<file path="src/rtl/mx_alu_arb.sv">
// Round-robin share of one mx_alu by NUM_REQ requesters, with an in-order response FIFO. Defining MX_ALU_ARB_PERF_EN adds grant and stall counters.
// Request-to-response latency is ALU_LATENCY+2. Grants stop while RESP_DEPTH commands are outstanding, and the FIFO pops on rsp_valid&rsp_ready.
module mx_alu_arb #(
  parameter int NUM_REQ     = 4,
  parameter int ALU_LATENCY = 1,
  parameter int CMD_W       = 96,
  parameter int RES_W       = 48,
  parameter int RESP_DEPTH  = 4
) (
  input  logic                       clk,
  input  logic                       rst,
  input  logic [NUM_REQ-1:0]         req_valid,
  output logic [NUM_REQ-1:0]         req_ready,
  input  logic [NUM_REQ*CMD_W-1:0]   req_cmd,
  output logic                       alu_cmd_valid,
  output logic [CMD_W-1:0]           alu_cmd,
  input  logic                       alu_res_valid,
  input  logic [RES_W-1:0]           alu_res,
  output logic                       rsp_valid,
  output logic [$clog2(NUM_REQ)-1:0] rsp_id,
  output logic [RES_W-1:0]           rsp_data,
  input  logic                       rsp_ready,
  output logic                       busy,
`ifdef MX_ALU_ARB_PERF_EN
  output logic                       err,
  output logic [31:0]                perf_grant_cnt,
  output logic [31:0]                perf_stall_cnt
`else
  output logic                       err
`endif
);

  localparam int ID_W  = $clog2(NUM_REQ);
  localparam int PTR_W = (RESP_DEPTH > 1) ? $clog2(RESP_DEPTH) : 1;
  localparam int OUT_W = $clog2(RESP_DEPTH + 1);

  typedef struct packed {
    logic [ID_W-1:0]  id;
    logic [RES_W-1:0] data;
  } rsp_ent_t;

  logic [ID_W-1:0]  last_grant, win_id, cmd_id, idx;
  logic             win_vld, hs, credit_ok;
  logic [CMD_W-1:0] cmd_arr [NUM_REQ];
  logic [OUT_W-1:0] outstanding, cnt;
  logic [ALU_LATENCY-1:0] tag_vld;
  logic [ID_W-1:0]  tag_id [ALU_LATENCY];
  logic             head_vld, push, pop, drop, stray;
  logic [ID_W-1:0]  head_id;
  rsp_ent_t         mem [RESP_DEPTH];
  rsp_ent_t         head_ent;
  logic [PTR_W-1:0] wptr, rptr;

  function automatic logic [PTR_W-1:0] ptr_inc(input logic [PTR_W-1:0] p);
    return (p == PTR_W'(RESP_DEPTH - 1)) ? '0 : p + 1'b1;
  endfunction

  always_comb begin
    for (int i = 0; i < NUM_REQ; i++) cmd_arr[i] = req_cmd[i*CMD_W +: CMD_W];
  end

  // Walk backwards so the candidate nearest last_grant+1 is written last and wins.
  always_comb begin
    win_vld = 1'b0;
    win_id  = '0;
    idx     = '0;
    for (int k = NUM_REQ; k >= 1; k--) begin
      idx = ID_W'((int'(last_grant) + k) % NUM_REQ);
      if (req_valid[idx]) begin
        win_vld = 1'b1;
        win_id  = idx;
      end
    end
  end

  assign credit_ok = (outstanding < OUT_W'(RESP_DEPTH));

  always_comb begin
    req_ready = '0;
    if (win_vld && credit_ok && !rst) req_ready[win_id] = 1'b1;
  end

  assign hs       = |req_ready;
  assign head_vld = tag_vld[ALU_LATENCY-1];
  assign head_id  = tag_id[ALU_LATENCY-1];
  assign push     = alu_res_valid & head_vld;
  assign drop     = head_vld & ~alu_res_valid;
  assign stray    = alu_res_valid & ~head_vld;
  assign rsp_valid = (cnt != '0);
  assign pop      = rsp_valid & rsp_ready;
  assign head_ent = mem[rptr];
  assign rsp_id   = rsp_valid ? head_ent.id : '0;
  assign rsp_data = rsp_valid ? head_ent.data : '0;
  assign busy     = (outstanding != '0);

  always_ff @(posedge clk) begin
    if (rst) begin
      last_grant    <= ID_W'(NUM_REQ - 1);
      alu_cmd_valid <= 1'b0;
      alu_cmd       <= '0;
      cmd_id        <= '0;
      outstanding   <= '0;
      err           <= 1'b0;
    end else begin
      alu_cmd_valid <= hs;
      if (hs) begin
        alu_cmd    <= cmd_arr[win_id];
        cmd_id     <= win_id;
        last_grant <= win_id;
      end
      // A push only moves a command from in-flight to queued, so it leaves the count alone.
      outstanding <= outstanding + OUT_W'(hs) - OUT_W'(pop) - OUT_W'(drop);
      if (stray || drop) err <= 1'b1;
    end
  end

  always_ff @(posedge clk) begin
    if (rst) begin
      tag_vld <= '0;
    end else begin
      tag_vld[0] <= alu_cmd_valid;
      for (int i = 1; i < ALU_LATENCY; i++) tag_vld[i] <= tag_vld[i-1];
    end
  end

  always_ff @(posedge clk) begin
    tag_id[0] <= cmd_id;
    for (int i = 1; i < ALU_LATENCY; i++) tag_id[i] <= tag_id[i-1];
  end

  always_ff @(posedge clk) begin
    if (rst) begin
      wptr <= '0;
      rptr <= '0;
      cnt  <= '0;
    end else begin
      if (push) wptr <= ptr_inc(wptr);
      if (pop)  rptr <= ptr_inc(rptr);
      cnt <= cnt + OUT_W'(push) - OUT_W'(pop);
    end
  end

  always_ff @(posedge clk) begin
    if (push) mem[wptr] <= '{id: head_id, data: alu_res};
  end

`ifdef MX_ALU_ARB_PERF_EN
  always_ff @(posedge clk) begin
    if (rst) begin
      perf_grant_cnt <= '0;
      perf_stall_cnt <= '0;
    end else begin
      if (hs) perf_grant_cnt <= perf_grant_cnt + 32'd1;
      if ((|req_valid) && !(|req_ready)) perf_stall_cnt <= perf_stall_cnt + 32'd1;
    end
  end
`endif

endmodule

</file>
<file path="config.mk">
export PLATFORM = sky130hd
export DESIGN_NAME = mx_alu_arb
export DESIGN_NICKNAME = d
export VERILOG_FILES = /design/src/rtl/mx_alu_arb.sv
export SDC_FILE = /design/constraint.sdc
export NUM_CORES = 1
export LEC_CHECK = 0
export CORE_AREA = 2 2 234 236
export DETAILED_ROUTE_END_ITERATION = 7
export DIE_AREA = 0 0 236 238
export PLACE_DENSITY_LB_ADDON = 0.05
export SLEW_MARGIN = 20
export SYNTH_ARGS = -nofsm -noshare
export SYNTH_HDL_FRONTEND = slang
export SYNTH_SLANG_ARGS = --single-unit
</file>
<file path="constraint.sdc">
create_clock -name clk -period 3.65 [get_ports clk]
set_input_delay 0.9125 -clock clk [delete_from_list [all_inputs] [get_ports clk]]
set_output_delay 0.9125 -clock clk [all_outputs]
set_load 0.005 [all_outputs]
</file>
==> run summary <==
The transition at the pin with the smallest max-transition slack is 0.9663 ns. Counting buffers and inverters, the worst setup path is 6 cells deep. The clock transition at the register clock pins on the worst setup and hold paths after CTS came out at 0.06 ns. The relative contribution of the clock network to total power is 27.1%.

The first routing iteration left 653 violations. The kind of cell adding the most delay to the critical path is simple AND/OR/NAND/NOR gates. The CTS H-tree depth is 2. The static leakage is 8.312 nW. The net count after synthesis is 1,593. The multi-input combinational cells in the finished layout cover a total of 5781 um2. Cells fill 42.33% of the core in the end. The worst setup path is captured at an output port. The number of ports placed on the die boundary came out at 594.

The fraction of power consumed by sequential logic is 34.0%. In this run the critical register-to-register path is captured at outstanding[2]. The worst hold path begins at cmd_id[1].

Detailed placement finished with a half-perimeter wire length of 47.79 mm. For the final database, setup skew stands at 0.008223 ns. The hold buffer count at cts came out at 0. The startpoint identified for the worst register-to-register timing path is cnt[1].

The proportion of layout cells with a drive suffix above 1 is 9.488%. The tree is rooted in a clkbuf_16. The global-route wire length before repair came out at 89.61 mm. After detailed routing, the number of vias per cell comes to 4.891. The number of setup violations in the final report is 0. The worst slew slack as a fraction of its limit came out at 35.58%.

The height of the die came out at 238 um. The overall die area came out at 56,170 um2. The detailed-route wire length per cell is 25.99 um. The final weighted congestion of routability-driven global placement came out at 0.9379. The number of global-route vias before repair is 12,520.

The layout overhead on the synthesized area is 55.08%. Global routing consumed, over all layers together, 22.08% of the routing resources. During synthesis, Yosys emitted a total of 0 warnings. The count of pins over their slew limit is 0. The total clock buffers created by CTS came out at 39. Setup repair after global routing left no endpoint under its margin.

The largest single stage delay on the critical path is 0.55 ns. The required time reported for the critical path endpoint came out at 2.74 ns. The worst register-to-register path has a setup slack of 0.81 ns. The flow ran to the end, and the final reports show no timing, DRC or antenna violations. The depth of the worst register-to-register path is 10. The biggest area contributor in the post-synthesis netlist is edfxtp_1.

The worst-case clock buffer depth came out at 3. In this run the worst setup path begins at req_valid[0]. In this run the worst setup path terminates at req_ready[0]. The worst setup slack after placement is -0.1522 ns. The final layout contains routed wiring with a total length of 63.57 mm. The aggregate global routing overflow is 0. Summed over all nets, the switching power comes to 4.299 mW. Across all layers, the routed design uses 11,960 vias. The most common cell in the synthesized netlist is edfxtp_1. Synthesis inferred 317 register bits.

The logic gate share of total power is 39.0%. The number of antenna violations at the first check in global routing is 30. Net switching is 31.52% of the power. The clock insertion delay at the later pin of the skew report is 0.55 ns. The synthesized design devotes to its leading area cell type 41.13% of total area. The overall power consumption came out at 13.64 mW. The register cell area after layout is 8353 um2. The first detailed-routing pass took 4 iterations. The peak clock frequency supported by timing came out at 0.2789 GHz. The critical path is of the in2out type. The time the final worst path needs with I/O delays and setup came out at 3.586 ns. The count of input and output buffers came out at 593. In the post-synthesis netlist, the biggest area contributors are edfxtp_1, dfxtp_1, mux2i_1. The post-route DRC violation count came out at 0. The cell internal power dissipation came out at 9.338 mW.

Counting flops with a built-in enable in the synthesized netlist gives 200. The max-cap check violation count is 0. The netlist area before placement is 14,600 um2. The number of endpoints with negative hold slack in the final report is 0. After clock tree synthesis, the setup repair step added 0 buffers. By count the netlist is led by edfxtp_1, mux2i_1, dfxtp_1. After the last flow step, the layout net total stands at 2,166.

The worst-case IR drop observed on VDD is 0.3577 mV. The TritonCTS clock tree is built. The site row count is 85. The count of nets left with antenna violations after detail routing came out at 0. The horizontal die dimension is 236 um. The part of the Yosys area used for sequential elements came out at 57.17%. Entering global routing, the biggest net connects 99 pins.

The slowest cell on the critical path is or4_4. Across all setup checks in the final design, the least slack found is 0.06406 ns. The ratio of final minimum period to clock period is 98.24%. The core region is 53,500 um2. The starting density of the core is 27.30%.

Among the stages of the critical path, the cell type that occurs most often is clkdlybuf4s50_1. The proportion of synthesized flip-flops having asynchronous set or reset came out at 0%. In this run the worst path has a maximum fanout of 3. The dominant synthesized flop cell is edfxtp_1. Power spread over the standard cell area amounts to 602.2 nW/um2. The data arrival time of the worst path is 2.67 ns.

The startpoint kind of the worst setup timing path is a primary input. The critical path buffer and inverter count came out at 2. Synthesis produced 1,139 cells. The clock sink count came out at 317. The post-synthesis cell type count came out at 37. The average instance in the mapped netlist occupies 12.82 um2. In this run the worst hold path is classified as reg2reg. The number of filler instances in the final layout came out at 5,167. The critical path goes through clkdlybuf4s50_1 > or4_4 > and2_4 > nand2_2 > nor2_1 > clkdlybuf4s50_1.
worst reg2reg max path, cell delays in order, from the launching register on:
cell and delay (ns):
dfxtp_1 0.34, or3_2 0.69, nand2_1 0.20, inv_1 0.16
fa_1 0.56, inv_1 0.05, ha_1 0.17, ha_1 0.20
xor2_1 0.17, xnor2_1 0.14, nor2_1 0.05
registers in the layout, summed over array words and instances, names as in the netlist, named ones only:
name / flops
wptr: 2
cnt: 3
err: 1
outstanding: 3
rptr: 2
head_vld: 1
tag_id: 2
cmd_id: 2
alu_cmd: 96
alu_cmd_valid: 1
last_grant: 2
mem: 200
timing repair:
item,in CTS,in global routing
resized for setup,3,3
pin swaps,0,1
endpoints found under the setup margin,3,3
cell usage in the layout, fill, tap and decap left out, types with 12 or more instances in the layout:
cell type	n
a21oi_1	48
and3_1	58
a211oi_1	59
nand3_1	43
and2_1	50
inv_1	13
dfxtp_1	115
mux2i_1	136
clkbuf_16	39
clkdlybuf4s50_1	590
buf_4	36
nor2_1	13
nand2_1	100
ha_1	12
o211ai_1	21
o31ai_1	29
edfxtp_1	200
mux4_2	50
o221ai_1	46
worst min path at each step:
stage                   endpoint  depth (start not counted)
CTS                 tag_id[0][1]                          0
floorplan           tag_id[0][0]                          0
global placement    tag_id[0][1]                          0
global route        tag_id[0][1]                          0
detailed placement  tag_id[0][1]                          0
finish              tag_id[0][1]                          0
power groups by stage:
stage          registers [mW]  logic (mW)  clock network [mW]
2_1_floorplan            4.65        2.47                   0
3_3_place_gp             4.69        5.39                   0
3_5_place_dp             4.69        5.39                   0
4_1_cts                  4.63        5.42                3.82
5_1_grt                  4.70        5.74                3.95
6_report                 4.63        5.32                3.69
per-stage QoR:
step,instances,TNS (ns),area (um2),hold WS [ns]
2_1_floorplan,1139,0,14600,0.3314
3_3_place_gp,2367,-0.2827,21410,0.3535
3_5_place_dp,2367,-0.3033,21410,0.3475
4_1_cts,2435,0,22610,0.3503
5_1_grt,2443,0,22640,0.3620
6_report,2446,0,22640,0.3498
per-layer routing:
layer	track usage (%)	vias up	wire length [um]
met4	6.215	18	1361
met3	7.381	94	5062
met2	37.71	390	31730
met1	26.50	5925	25290
met5	0	-	126
li1	-	5536	-
area by class of cell:
cell class | count | share of cell area [%]
Antenna cell | 11 | 0.1216
Clock buffer | 51 | 4.597
Clock inverter | 17 | 0.6741
Inverter | 13 | 0.2155
Multi-Input combinational cell | 704 | 25.53
Sequential cell | 317 | 36.89
Tap cell | 696 | 3.846
Timing Repair Buffer | 637 | 28.13
kinds of logic (layout without fill, tap and decap cells):
kind of cell	count (synthesis)	in the layout	synth area share, %
buffers and inverters	118	718	3.753
xor gates and xnor gates	4	4	0.2400
and+or+nand+nor	289	289	10.10
adders and majority gates	14	14	1.302
muxes	186	186	17.04
DFF	317	317	57.17
AOI/OAI and AO/OA	211	211	10.39
other	0	11	0
Note: power is estimated with default switching activity, not from simulation.
